**src/rtl/axi_rw_bridge.sv**
```systemverilog
// Bridges the single-beat ram_rw request port onto AXI4 as one single-beat read or write per request.
// Latency 3 cycles minimum from capture to rw_ready_o; AXI valids/readies are registered and held until handshake.
module axi_rw_bridge #(
    parameter logic [3:0] AXI_ID = 4'd0
) (
    input  logic        clk,
    input  logic        rst_n,
    input  logic        rw_cen_i,
    input  logic        rw_wen_i,
    input  logic [63:0] rw_addr_i,
    input  logic [63:0] rw_wdata_i,
    input  logic [7:0]  rw_wmask_i,
    input  logic [2:0]  rw_size_i,
    output logic        rw_ready_o,
    output logic [63:0] rw_data_o,
    output logic        rw_err_o,
    output logic        aw_valid_o,
    input  logic        aw_ready_i,
    output logic [63:0] aw_addr_o,
    output logic [3:0]  aw_id_o,
    output logic [7:0]  aw_len_o,
    output logic [2:0]  aw_size_o,
    output logic [1:0]  aw_burst_o,
    output logic        w_valid_o,
    input  logic        w_ready_i,
    output logic [63:0] w_data_o,
    output logic [7:0]  w_strb_o,
    output logic        w_last_o,
    input  logic        b_valid_i,
    output logic        b_ready_o,
    input  logic [1:0]  b_resp_i,
    output logic        ar_valid_o,
    input  logic        ar_ready_i,
    output logic [63:0] ar_addr_o,
    output logic [3:0]  ar_id_o,
    output logic [7:0]  ar_len_o,
    output logic [2:0]  ar_size_o,
    output logic [1:0]  ar_burst_o,
    input  logic        r_valid_i,
    output logic        r_ready_o,
    input  logic [63:0] r_data_i,
    input  logic [1:0]  r_resp_i,
    input  logic        r_last_i
);

    typedef enum logic [2:0] {IDLE, WR, WB, RA, RD, DONE} state_t;

    state_t      state_q;
    logic [63:0] addr_q;
    logic [63:0] wdata_q;
    logic [7:0]  strb_q;
    logic [2:0]  size_q;
    logic [1:0]  burst_q;
    logic [3:0]  id_q;
    logic        aw_valid_q;
    logic        w_valid_q;
    logic        aw_done_q;
    logic        w_done_q;
    logic        b_ready_q;
    logic        ar_valid_q;
    logic        r_ready_q;
    logic        rw_ready_q;
    logic        rw_err_q;
    logic [63:0] rw_data_q;

    logic [7:0]  strb_d;
    logic        aw_done_d;
    logic        w_done_d;

    // A zero mask means the arbiter wants the natural strobe for the access size.
    always_comb begin
        strb_d = rw_wmask_i;
        if (rw_wmask_i == 8'd0) begin
            case (rw_size_i)
                3'd0:    strb_d = 8'h01 << rw_addr_i[2:0];
                3'd1:    strb_d = 8'h03 << rw_addr_i[2:0];
                3'd2:    strb_d = 8'h0F << rw_addr_i[2:0];
                default: strb_d = 8'hFF << rw_addr_i[2:0];
            endcase
        end
    end

    assign aw_done_d = aw_done_q | (aw_valid_q & aw_ready_i);
    assign w_done_d  = w_done_q  | (w_valid_q  & w_ready_i);

    always_ff @(posedge clk or negedge rst_n) begin
        if (!rst_n) begin
            state_q    <= IDLE;
            addr_q     <= 64'd0;
            wdata_q    <= 64'd0;
            strb_q     <= 8'd0;
            size_q     <= 3'd0;
            burst_q    <= 2'b00;
            id_q       <= 4'd0;
            aw_valid_q <= 1'b0;
            w_valid_q  <= 1'b0;
            aw_done_q  <= 1'b0;
            w_done_q   <= 1'b0;
            b_ready_q  <= 1'b0;
            ar_valid_q <= 1'b0;
            r_ready_q  <= 1'b0;
            rw_ready_q <= 1'b0;
            rw_err_q   <= 1'b0;
            rw_data_q  <= 64'd0;
        end else begin
            rw_ready_q <= 1'b0;
            case (state_q)
                IDLE: begin
                    if (rw_cen_i) begin
                        addr_q  <= rw_addr_i;
                        wdata_q <= rw_wdata_i;
                        strb_q  <= strb_d;
                        size_q  <= rw_size_i;
                        burst_q <= 2'b01;
                        id_q    <= AXI_ID;
                        if (rw_wen_i) begin
                            state_q    <= WR;
                            aw_valid_q <= 1'b1;
                            w_valid_q  <= 1'b1;
                            aw_done_q  <= 1'b0;
                            w_done_q   <= 1'b0;
                        end else begin
                            state_q    <= RA;
                            ar_valid_q <= 1'b1;
                        end
                    end
                end
                WR: begin
                    aw_done_q <= aw_done_d;
                    w_done_q  <= w_done_d;
                    if (aw_valid_q && aw_ready_i) aw_valid_q <= 1'b0;
                    if (w_valid_q && w_ready_i)   w_valid_q  <= 1'b0;
                    if (aw_done_d && w_done_d) begin
                        state_q   <= WB;
                        b_ready_q <= 1'b1;
                    end
                end
                WB: begin
                    if (b_valid_i) begin
                        b_ready_q  <= 1'b0;
                        rw_err_q   <= (b_resp_i != 2'b00);
                        rw_ready_q <= 1'b1;
                        state_q    <= DONE;
                    end
                end
                RA: begin
                    if (ar_ready_i) begin
                        ar_valid_q <= 1'b0;
                        r_ready_q  <= 1'b1;
                        state_q    <= RD;
                    end
                end
                RD: begin
                    if (r_valid_i) begin
                        r_ready_q  <= 1'b0;
                        rw_data_q  <= r_data_i;
                        rw_err_q   <= (r_resp_i != 2'b00);
                        rw_ready_q <= 1'b1;
                        state_q    <= DONE;
                    end
                end
                // Completion cycle: the arbiter may still hold cen, so never capture here.
                DONE:    state_q <= IDLE;
                default: state_q <= IDLE;
            endcase
        end
    end

    // Single-beat bridge: RLAST carries no information.
    logic unused_rlast;
    assign unused_rlast = r_last_i;

    assign rw_ready_o = rw_ready_q;
    assign rw_data_o  = rw_data_q;
    assign rw_err_o   = rw_err_q;

    assign aw_valid_o = aw_valid_q;
    assign aw_addr_o  = addr_q;
    assign aw_id_o    = id_q;
    assign aw_len_o   = 8'd0;
    assign aw_size_o  = size_q;
    assign aw_burst_o = burst_q;

    assign w_valid_o  = w_valid_q;
    assign w_data_o   = wdata_q;
    assign w_strb_o   = strb_q;
    assign w_last_o   = w_valid_q;

    assign b_ready_o  = b_ready_q;

    assign ar_valid_o = ar_valid_q;
    assign ar_addr_o  = addr_q;
    assign ar_id_o    = id_q;
    assign ar_len_o   = 8'd0;
    assign ar_size_o  = size_q;
    assign ar_burst_o = burst_q;

    assign r_ready_o  = r_ready_q;

endmodule

```
**config.mk**
```make
export PLATFORM = sky130hd
export DESIGN_NAME = axi_rw_bridge
export DESIGN_NICKNAME = d
export VERILOG_FILES = /design/src/rtl/axi_rw_bridge.sv
export SDC_FILE = /design/constraint.sdc
export NUM_CORES = 1
export LEC_CHECK = 0
export ABC_CLOCK_PERIOD_IN_PS = 2600
export CORE_AREA = 2 2 202 204
export DETAILED_ROUTE_END_ITERATION = 16
export DIE_AREA = 0 0 204 206
export SETUP_SLACK_MARGIN = 0.4
export SLEW_MARGIN = 10
export SYNTH_ARGS = -nofsm -noshare
export SYNTH_HDL_FRONTEND = slang
export SYNTH_SLANG_ARGS = --single-unit
```
**constraint.sdc**
```tcl
create_clock -name clk -period 2.6 [get_ports clk]
set_input_delay 0.39 -clock clk [delete_from_list [all_inputs] [get_ports clk]]
set_output_delay 0.39 -clock clk [all_outputs]
set_load 0.01 [all_outputs]
```
==> results of run 1 <==
[state kept, by name, indices dropped and copies added, names as in the netlist, 3 cells and up]
register	cells
rw_data_o	64
w_strb_o	8
w_data_o	64
state_q	3
ar_addr_o	64
ar_size_o	3
[synth_stat cells, drive strengths merged (2+ instances only)]
master / n
clkbuf: 13
o31ai: 3
mux2: 65
inv: 4
nand2: 403
nand2b: 4
o21ai: 10
nor2: 24
a21oi: 17
nor4: 3
o21a: 2
a211o: 2
mux2i: 3
nand3: 3
nor3: 2
dfrtp: 216
or4: 2
a21o: 2
buf: 128
a31oi: 5
[layout by cell type, fill, tap and decap left out, drive strengths merged, types with 2 or more instances in the layout]
cell / instances
clkdlybuf4s50: 494
nand2: 403
dfrtp: 216
mux2: 65
clkbuf: 39
conb: 26
nor2: 24
buf: 22
a21oi: 17
o21ai: 10
inv: 6
a31oi: 5
nand2b: 4
mux2i: 3
o31ai: 3
clkinv: 3
nand3: 3
nor4: 3
o21a: 2
a211o: 2
or4: 2
nor3: 2
a21o: 2
[per-stage QoR]
| step | hold slack [ns] | util [%] | power (W) | cells |
|---|---|---|---|---|
| 6_report | 0.364 | 37.7 | 0.0174 | 1904 |
| 5_1_grt | 0.341 | 37.7 | 0.0185 | 1903 |
| 4_1_cts | 0.335 | 37.7 | 0.0177 | 1903 |
| 3_5_place_dp | 0.403 | 35.6 | 0.0140 | 1857 |
| 3_3_place_gp | 0.404 | 35.6 | 0.0138 | 1857 |
| 2_1_floorplan | 0.0944 | - | 0.00941 | 950 |
[how the worst min path moves through the flow]
stage,start,endpoint,cells past startpoint
2_1_floorplan,rst_n,ar_addr_o[0],0
3_3_place_gp,rst_n,rw_data_o[17],1
3_5_place_dp,rst_n,w_data_o[22],1
4_1_cts,rw_wdata_i[34],w_data_o[34],3
5_1_grt,rw_wdata_i[34],w_data_o[34],3
6_report,rw_wdata_i[43],w_data_o[43],3
[power groups by stage]
stage | Sequential, W | Combinational, W | Clock (W)
global placement | 0.00587 | 0.00798 | 0
detailed placement | 0.00594 | 0.00806 | 0
floorplan | 0.00645 | 0.00296 | 0
CTS | 0.00590 | 0.00808 | 0.00370
global route | 0.00609 | 0.00858 | 0.00386
finish | 0.00588 | 0.00793 | 0.00357
[cell type report]
| type | instances | area share [%] |
|---|---|---|
| diodes | 1 | 0.0165 |
| clock buffers | 39 | 5.02 |
| clock inverters | 6 | 0.504 |
| inverters | 4 | 0.0991 |
| multi-input cells | 589 | 19.6 |
| flip-flops and latches | 216 | 35.7 |
| well taps | 532 | 4.39 |
| repair buffers | 517 | 34.7 |
[cell families (layout without fill, tap and decap cells)]
logic type             Yosys count  after routing  synth area share, %
AO/OA/AOI/OAI                   48             48                 3.26
buffers and inverters          145            566                 10.9
flip-flops                     216            216                 58.4
multiplexers                    69             69                 8.47
other                            1             27               0.0405
AND/OR/NAND/NOR                446            446                 19.0
[routing by layer]
layer / routed length, um / GRT usage, %
met2: 14700 / 22.7
met4: 646 / 4.40
met1: 12100 / 16.5
met3: 2310 / 3.31
met5: 0 / 0
==> results.txt, run 1 <==
----------------------------------------------------
[Outcome]
  Outcome ... finished clean

[Power]
  Flop pwr share ... between 30% and 40%
  Combinational fraction of design power ... a little under half
  P_int ... approximately 0.012 W
  Proportion of power drawn by the clock network ... between 20% and 30%
  Net switching fraction of the power ... roughly a third
  Power Density ... between 1000 and 1500 mW/mm^2
  Net switching power of the design ... slightly below 0.006 W
  Highest ir drop seen on vdd ... 706 uV
  Standby leakage power ... 6.88 nW

[STA]
  Setup WS post-layout ... slightly below 0.6 ns
  Final number of hold-violating endpoints ... 0
  Fraction of the cycle the final worst path needs ... 77.1%
  Final clock skew ... ~0.0074 ns
  Max-slew headroom at the worst pin ... between 60 and 70%
  Max Freq ... 0.499 GHz
  Actual transition at the worst max-transition pin ... roughly 0.57 ns
  Clock period minus worst slack ... between 2 and 2.5 ns
  Number of max-slew violations in the final report ... 0
  Number of setup violations in the final report ... 0
  Post-Route Setup TNS ... 0 ns
  Unrepaired setup endpoints after global routing ... no

[Critical path]
  Capturing point of the worst reg2reg path ... rw_data_o[41]
  WP data required ... about 2.2 ns
  Cell-by-cell listing of the critical path ... clkdlybuf4s50_1
  Critical Path AT ... around 1.6 ns
  CP endpoint kind ... output pin
  Startpoint kind of the worst setup timing path ... register
  Setup CP Type ... register to output pin
  Critical register-to-register path startpoint ... state_q[2]
  Number of cells on the critical path ... 1
  Slowest library cell on the worst path ... clkdlybuf4s50_1
  Worst-case reg-to-reg path depth ... 4
  Crit. Startpoint ... w_last_o
  Critical Path Max Stage Delay ... a little under 0.6 ns
  Critical path fanouts, max ... 6
  Endpoint of the most critical setup path ... w_last_o
  CP top delay family ... buffers and inverters
  CP Buf/Inv Count ... 1
  Setup slack of the most critical reg-to-reg path ... 0.62 ns

[Job]
  Max-cap violation count ... 0

[GRT]
  Vias in the first global route ... about 7,700
  Global-route wire length before repair ... between 40,000 and 50,000 um
  Pin count of the biggest net entering global routing ... 66
  Global-route congestion overflow total ... 0
  Initial antenna violation count ... 0
  Overall routing resource usage ... between 10% and 20%

[Place]
  Post-placement cell area ... around 0.014 mm^2
  Number of buffers inserted by port buffering ... between 400 and 500
  Placer congestion estimate ... roughly 0.78
  Pre-CTS setup slack ... about 0.46 ns
  Post-DP HPWL ... between 20,000 and 25,000 um

[Synth]
  Count of synthesis-stage warnings from yosys ... 0
  Cell area after technology mapping ... 0.00926 mm^2
  Proportion of synthesized chip area in sequential cells ... approximately three fifths
  Biggest area consumer among synthesized cells ... dfrtp_1
  Synthesized area per cell ... 10.0 um^2
  Leading cell types by total area after synthesis ... dfrtp_1 58%, nand2_1 16%, buf_4 7.8%, mux2_2 7.2%, buf_2 1.1%
  Fraction of synthesized cell area taken by the top area cell type ... about three fifths
  Synthesized instance count ... a little over 900
  Post-synthesis async set-or-reset flop share ... 100%
  Unique cell type count in the Yosys netlist ... 45
  Number of flip-flops and latches in the synthesized netlist ... roughly 220
  Top_reg_cell synth ... dfrtp_1
  Number of synthesized flops with an enable pin ... 0

[Floorplan]
  Number of top-level pins ... approximately 520
  Row count ... 74
  Vertical extent of the die ... slightly above 200 um
  Total die area ... 0.0420 mm^2
  Initial core utilization ... around 23%
  Chip Width ... between 200 and 250 um
  Core box area ... 0.0402 mm^2

[Clock network]
  Count of H-tree levels built during CTS ... 1
  Clock-pin slew on the worst setup and hold paths ... ~0.06 ns
  CTS sink count ... around 220
  Maximum count of clock buffers along a single path ... 3
  Post-cts hold buffer count ... 1
  Clock Latency Late Sink ... about 0.55 ns
  CTS tree ... yes
  Clock root cell ... clkbuf_16
  Setup Buffers After CTS ... 0
  CTS resizes ... 0
  CTS buffer count ... 27

[Worst hold path]
  Hold crit path type ... input port to register

[Routing]
  Residual DRC count ... 0
  Count of nets left with antenna violations after detail routing ... 0
  Initial drt markers ... about 330
  Vias per cell ... ~4.1
  Number of vias after detailed routing ... approximately 7,700
  Wire length per cell ... 15.6 um
  First drt pass iteration count ... 4
  Total length of routed wires ... roughly 30,000 um

[Finish]
  Growth of design area from synthesis to finish ... 63.7%
  Post-route cell area ... approximately 0.015 mm^2
  Number of filler cells placed in the layout ... between 3,000 and 4,000
  Total area of sequential cells ... between 0.005 and 0.006 mm^2
  Layout cells sized above 1 ... under 10%
  Total area of multi-input combinational cells ... approximately 0.003 mm^2
  Number of nets in the layout ... between 1,500 and 2,000

----------------------------------------------------
Note: power is estimated with default switching activity, not from simulation.
==> inputs of run 2 (changes only) <==
--- a/config.mk
+++ b/config.mk
@@ -5,10 +5,10 @@
 export SDC_FILE = /design/constraint.sdc
 export NUM_CORES = 1
 export LEC_CHECK = 0
-export ABC_CLOCK_PERIOD_IN_PS = 2600
-export CORE_AREA = 2 2 202 204
+export ABC_CLOCK_PERIOD_IN_PS = 1800
+export CORE_AREA = 2 2 204 206
 export DETAILED_ROUTE_END_ITERATION = 16
-export DIE_AREA = 0 0 204 206
+export DIE_AREA = 0 0 206 208
 export SETUP_SLACK_MARGIN = 0.4
 export SLEW_MARGIN = 10
 export SYNTH_ARGS = -nofsm -noshare
==> constraint.sdc (replaced) <==
create_clock -name clk -period 1.8 [get_ports clk]
set_input_delay 0.27 -clock clk [delete_from_list [all_inputs] [get_ports clk]]
set_output_delay 0.27 -clock clk [all_outputs]
set_load 0.01 [all_outputs]
==> results.txt, run 2 (synthesized netlist as in run 1, its figures left out) <==
----------------------------------------------------
[STA]
  Fraction of the cycle the final worst path needs ... roughly 90%
  Final number of hold-violating endpoints ... 0 (unchanged)
  Clock period minus worst slack ... 1.61 ns
  Number of setup violations in the final report ... 0 (unchanged)
  Post-Route Setup TNS ... 0 ns (unchanged)
  Final clock skew ... 0.0120 ns (was 0.00741 ns)
  Max Freq ... 0.620 GHz
  Number of max-slew violations in the final report ... 0 (unchanged)
  Unrepaired setup endpoints after global routing ... yes (was no)

[Power]
  Flop pwr share ... 33.1% (was 33.8%)
  Combinational fraction of design power ... 45.7% (was 45.6%)
  Standby leakage power ... 7.94 nW (was 6.88 nW)
  P_int ... 0.0162 W (was 0.0115 W)
  Net switching fraction of the power ... 36.2% (was 33.7%)
  Power Density ... 1640 mW/mm^2 (was 1150 mW/mm^2)
  Net switching power of the design ... 0.00921 W (was 0.00585 W)
  Proportion of power drawn by the clock network ... 21.2% (was 20.6%)
  Highest ir drop seen on vdd ... 937 uV (was 706 uV)

[GRT]
  Vias in the first global route ... 8,130 (was 7,659)
  Initial antenna violation count ... 0 (unchanged)
  Pin count of the biggest net entering global routing ... 65 (was 66)
  Overall routing resource usage ... 14.2% (was 13.3%)
  Global-route congestion overflow total ... 0 (unchanged)
  Global-route wire length before repair ... 47,800 um (was 44,300 um)

[Finish]
  Growth of design area from synthesis to finish ... 67.7% (was 63.7%)
  Number of nets in the layout ... 1,664 (was 1,572)
  Layout cells sized above 1 ... 37.7% (was 9.41%)
  Total area of sequential cells ... 0.00541 mm^2 (about the same)
  Most common library cell in the layout ignoring fill and taps ... nand2_1 (was clkdlybuf4s50_1)
  Most frequent cells in the layout ... 371 x nand2_1, 214 x dfrtp_1, 214 x clkdlybuf4s50_1, 154 x buf_2, 86 x clkbuf_2 (was 494 x clkdlybuf4s50_1, 402 x nand2_1, 216 x dfrtp_1, 59 x mux2_2, 27 x clkbuf_16)
  Number of filler cells placed in the layout ... 4,099 (was 3,972)
  Diodes inserted ... 0 (was 1)
  Total area of multi-input combinational cells ... 0.00323 mm^2 (was 0.00297 mm^2)
  Post-route cell area ... 0.0155 mm^2 (was 0.0152 mm^2)

[Critical path]
  Worst-case reg-to-reg path depth ... 6 (was 4)
  Critical Path Max Stage Delay ... 0.43 ns (was 0.59 ns)
  Critical path fanouts, max ... 13 (was 6)
  Critical register-to-register path startpoint ... state_q[0] (was state_q[2])
  Slowest library cell on the worst path ... dfrtp_2 (was clkdlybuf4s50_1)
  Setup CP Type ... register to register (was register to output pin)
  CP endpoint kind ... register (was output pin)
  Critical Path AT ... 2.02 ns (was 1.62 ns)
  Cell-by-cell listing of the critical path ... nor2_4, nand2_2, nor2_4, buf_12, buf_16, mux2_2 (was clkdlybuf4s50_1)
  Crit. Startpoint ... state_q[0] (was w_last_o)
  Startpoint kind of the worst setup timing path ... register (unchanged)
  WP data required ... 2.21 ns (about the same)
  Most frequent cell on the critical path ... nor2_4

[Floorplan]
  Number of top-level pins ... 523 (unchanged)
  Vertical extent of the die ... 208 um (was 206 um)
  Initial core utilization ... 22.8% (was 23.0%)
  Row count ... 74 (unchanged)
  Core box area ... 0.0406 mm^2 (was 0.0402 mm^2)
  Chip Width ... 206 um (was 204 um)
  Total die area ... 0.0428 mm^2 (was 0.0420 mm^2)

[Place]
  Number of buffers inserted by port buffering ... 495 (unchanged)
  Post-placement cell area ... 0.0144 mm^2 (was 0.0143 mm^2)
  Post-DP HPWL ... 22,800 um (was 22,200 um)
  Placer congestion estimate ... 0.772 (was 0.776)

[Routing]
  Residual DRC count ... 0 (unchanged)
  Count of nets left with antenna violations after detail routing ... 0 (unchanged)
  First drt pass iteration count ... 4 (unchanged)
  Number of vias after detailed routing ... 8,195 (was 7,717)
  Initial drt markers ... 350 (was 332)
  Wire length per cell ... 17.0 um (was 15.6 um)
  Vias per cell ... 4.10 (was 4.05)
  Total length of routed wires ... 34,000 um (was 29,800 um)

[Clock network]
  CTS buffer count ... 25 (was 27)
  CTS tree ... yes (unchanged)
  Count of H-tree levels built during CTS ... 1 (unchanged)
  Maximum count of clock buffers along a single path ... 3 (unchanged)
  Clock root cell ... clkbuf_16 (unchanged)
  Clock-pin slew on the worst setup and hold paths ... 0.06 ns (about the same)
  CTS sink count ... 216 (unchanged)
  Clock Latency Late Sink ... 0.53 ns (was 0.55 ns)

[Worst hold path]
  Hold crit path type ... input port to asynchronous set/reset pin (was input port to register)

[Job]
  Max-cap violation count ... 0 (unchanged)

[Outcome]
  Outcome ... finished clean (unchanged)

----------------------------------------------------
## run 2: cell type report
type	instances	share of cell area [%]
multi-input combinational	589	20.8
tap	532	4.29
sequential	216	34.8
clock inverter	9	0.798
clock buffer	37	4.90
inverter	4	0.0967
timing repair buffer	611	34.3
## run 2: routing by layer
layer	vias up	GRT usage [%]	wire length [um]
li1	3870	-	-
met1	4008	17.4	14100
met2	278	24.6	16600
met3	39	3.46	2650
met4	0	3.87	636
met5	-	0	0
## run 2: stage by stage
stage	power [W]	std cells	hold WS, ns	utilization, %	worst slack (ns)
floorplan	0.0136	950	-0.0256	-	0.268
global placement	0.0202	1870	0.188	35.5	-0.123
detailed placement	0.0204	1870	0.190	35.5	-0.138
CTS	0.0243	1960	0.208	36.5	0.196
global route	0.0271	1998	0.219	38.3	0.134
finish	0.0254	1998	0.220	38.3	0.187
## run 2: what timing repair did
action | CTS | global route
pin swaps | 1 | 33
cloned | 3 | 14
hold buffers | 1 | 0
resized for setup | 896 | 318
setup buffers | 40 | 24
endpoints found under the setup margin | 487 | 363
hold endpoints to repair | 50 | 0
## run 2: power groups by stage
stage                     clock network (W)  registers [W]  logic [W]
after CTS                           0.00558        0.00834     0.0104
after detailed placement                  0        0.00859     0.0118
final                               0.00540        0.00843     0.0116
after global routing                0.00578        0.00872     0.0126
after global placement                    0        0.00851     0.0117
after floorplan                           0        0.00932    0.00428
## run 2: path summary, 6_finish.rpt
kind,to,slack (ns)
max in group asynchronous,w_last_o,0.91
hold reg to reg,w_data_o[36],0.47
setup / recovery,rw_data_o[34],0.19
setup reg to reg,rw_data_o[34],0.19
min in group clk,w_data_o[31],0.26
hold / removal,rw_data_o[21],0.22
## run 2: worst max-delay path: cells and delay by family, from the launching register on
kind | cells | cell delay, ns
mux | 1 | 0.35
simple gates | 3 | 0.34
flops | 1 | 0.43
buf+inv | 2 | 0.35
==> inputs of run 3 (changes only) <==
--- a/config.mk
+++ b/config.mk
@@ -7,6 +7,7 @@
 export LEC_CHECK = 0
 export ABC_CLOCK_PERIOD_IN_PS = 1800
 export CORE_AREA = 2 2 204 206
+export CTS_CLUSTER_SIZE = 12
 export DETAILED_ROUTE_END_ITERATION = 16
 export DIE_AREA = 0 0 206 208
 export SETUP_SLACK_MARGIN = 0.4
==> results.txt, run 3 (synthesized netlist as in run 1, its figures left out) <==
----------------------------------------------------
[Outcome]
  Outcome ... finished clean (unchanged)

[Critical path]
  Critical Path AT ... 2.03 ns (was 2.02 ns)
  Critical path fanouts, max ... 12 (was 13)
  CP endpoint kind ... register (unchanged)
  Setup CP Type ... register to register (unchanged)
  Endpoint of the most critical setup path ... rw_data_o[26] (was rw_data_o[34])
  Startpoint kind of the worst setup timing path ... register (unchanged)
  Capturing point of the worst reg2reg path ... rw_data_o[26] (was rw_data_o[34])
  Worst-case reg-to-reg path depth ... 6 (unchanged)
  Critical register-to-register path startpoint ... state_q[1] (was state_q[0])
  Setup slack of the most critical reg-to-reg path ... 0.19 ns (about the same)
  WP data required ... 2.22 ns (was 2.21 ns)
  Crit. Startpoint ... state_q[1] (was state_q[0])

[Finish]
  Number of cells in the finished layout apart from fillers ... 1,999 (was 1,998)
  Diodes inserted ... 0 (unchanged)
  Most frequent cells in the layout ... 370 x nand2_1, 214 x dfrtp_1, 214 x clkdlybuf4s50_1, 153 x buf_2, 86 x clkbuf_2 (was 371 x nand2_1, 214 x dfrtp_1, 214 x clkdlybuf4s50_1, 154 x buf_2, 86 x clkbuf_2)
  Total area of sequential cells ... 0.00541 mm^2 (unchanged)
  Total area of multi-input combinational cells ... 0.00321 mm^2 (was 0.00323 mm^2)
  Growth of design area from synthesis to finish ... 67.7% (about the same)
  Layout cells sized above 1 ... 37.8% (was 37.7%)
  Number of filler cells placed in the layout ... 4,096 (was 4,099)
  Number of nets in the layout ... 1,665 (was 1,664)
  Most common library cell in the layout ignoring fill and taps ... nand2_1 (unchanged)

[STA]
  Final number of hold-violating endpoints ... 0 (unchanged)
  Max Freq ... 0.621 GHz (was 0.620 GHz)
  Fraction of the cycle the final worst path needs ... 89.5% (was 89.6%)
  Number of setup violations in the final report ... 0 (unchanged)
  Final clock skew ... 0.0162 ns (was 0.0120 ns)
  Final hold slack ... 0.218 ns (was 0.220 ns)
  Unrepaired setup endpoints after global routing ... yes (unchanged)
  Clock period minus worst slack ... 1.61 ns (about the same)
  Number of max-slew violations in the final report ... 0 (unchanged)

[Place]
  Number of buffers inserted by port buffering ... 495 (unchanged)
  Inst Count DP ... 1,870 (unchanged)
  Placer congestion estimate ... 0.772 (unchanged)
  Post-DP HPWL ... 22,800 um (unchanged)

[Routing]
  Total length of routed wires ... 33,900 um (was 34,000 um)
  Number of vias after detailed routing ... 8,159 (was 8,195)
  First drt pass iteration count ... 4 (unchanged)
  Wire length per cell ... 16.9 um (was 17.0 um)
  Initial drt markers ... 361 (was 350)
  Residual DRC count ... 0 (unchanged)
  Count of nets left with antenna violations after detail routing ... 0 (unchanged)
  Vias per cell ... 4.08 (was 4.10)

[GRT]
  Initial antenna violation count ... 0 (unchanged)
  Overall routing resource usage ... 14.2% (about the same)
  Global-route wire length before repair ... 47,800 um (about the same)
  Global-route congestion overflow total ... 0 (unchanged)
  Pin count of the biggest net entering global routing ... 65 (unchanged)
  Vias in the first global route ... 8,118 (was 8,130)

[Floorplan]
  Initial core utilization ... 22.8% (unchanged)
  Number of top-level pins ... 523 (unchanged)
  Vertical extent of the die ... 208 um (unchanged)
  Chip Width ... 206 um (unchanged)
  Core box area ... 0.0406 mm^2 (unchanged)
  Total die area ... 0.0428 mm^2 (unchanged)
  Row count ... 74 (unchanged)

[Clock network]
  CTS buffer count ... 25 (unchanged)
  Clock-pin slew on the worst setup and hold paths ... 0.06 ns (about the same)
  Count of H-tree levels built during CTS ... 1 (unchanged)
  Clock Latency Late Sink ... 0.54 ns (was 0.53 ns)
  Clock root cell ... clkbuf_16 (unchanged)
  CTS sink count ... 216 (unchanged)
  CTS tree ... yes (unchanged)
  Maximum count of clock buffers along a single path ... 3 (unchanged)

[Power]
  Highest ir drop seen on vdd ... 934 uV (was 937 uV)
  Standby leakage power ... 7.94 nW (about the same)
  Power Density ... 1630 mW/mm^2 (was 1640 mW/mm^2)

[Worst hold path]
  Hold crit path type ... input port to asynchronous set/reset pin (unchanged)

[Job]
  Max-cap violation count ... 0 (unchanged)

----------------------------------------------------
-- run 3: cell types whose count changed in the layout (fill, tap and decap cells not counted), sizes merged --
cell / delta
buf: +1
bufinv: -1
clkbuf: +1
clkinv: -1
clkinvlp: +1
-- run 3: what timing repair did --
action                                 CTS  global route
pin swaps                                1            31
setup endpoints to repair              487           365
buffers inserted                        40            25
resized for setup                      896           317
gates cloned                             3            14
hold buffers                             1             0
endpoints found under the hold margin   50             0
-- run 3: through the flow --
step	util (%)	TNS (ns)	area, um^2	worst slack [ns]	power [W]
after floorplan	-	0	9350	0.268	0.0136
after CTS	36.4	0	14800	0.195	0.0243
after detailed placement	35.5	-2.99	14400	-0.138	0.0204
after global placement	35.5	-2.36	14400	-0.123	0.0202
final	38.3	0	15500	0.188	0.0254
after global routing	38.3	0	15500	0.147	0.0270
-- run 3: worst min path at each step --
stage / endpoint / slack [ns] / cells past startpoint
2_1_floorplan: ar_addr_o[0] / -0.03 / 0
3_3_place_gp: rw_data_o[34] / 0.19 / 1
3_5_place_dp: rw_data_o[21] / 0.19 / 1
4_1_cts: rw_data_o[21] / 0.21 / 2
5_1_grt: rw_data_o[21] / 0.22 / 2
6_report: rw_data_o[21] / 0.22 / 2
-- run 3: power breakdown --
group	switching, W	total [W]	internal [W]
clock	0.00205	0.00529	0.00324
sequential	0.00139	0.00843	0.00704
combinational	0.00577	0.0116	0.00587
-- run 3: worst max-delay path, stage by stage (launching register included) --
cell and delay [ns]:
dfrtp_1 0.41, nor2_4 0.15, nand2_2 0.09, nor2_4 0.13
buf_12 0.19, buf_16 0.17, mux2_2 0.34
-- run 3: per-layer routing --
| metal | up-vias | share of wire [%] | track usage, % | routed length (um) |
|---|---|---|---|---|
| li1 | 3865 | - | - | - |
| met1 | 3975 | 42 | 17.6 | 14300 |
| met2 | 281 | 48 | 24.4 | 16400 |
| met3 | 38 | 7.5 | 3.40 | 2550 |
| met4 | 0 | 1.8 | 3.94 | 624 |
| met5 | - | 0 | 0 | 0 |
-- run 3: area by class of cell --
| type | count | share of cell area, % |
|---|---|---|
| clock inverters | 8 | 0.620 |
| clock buffers | 38 | 4.99 |
| multi-input cells | 589 | 20.7 |
| flip-flops and latches | 216 | 34.8 |
| well taps | 532 | 4.29 |
| repair buffers | 612 | 34.5 |
| inverters | 4 | 0.0967 |
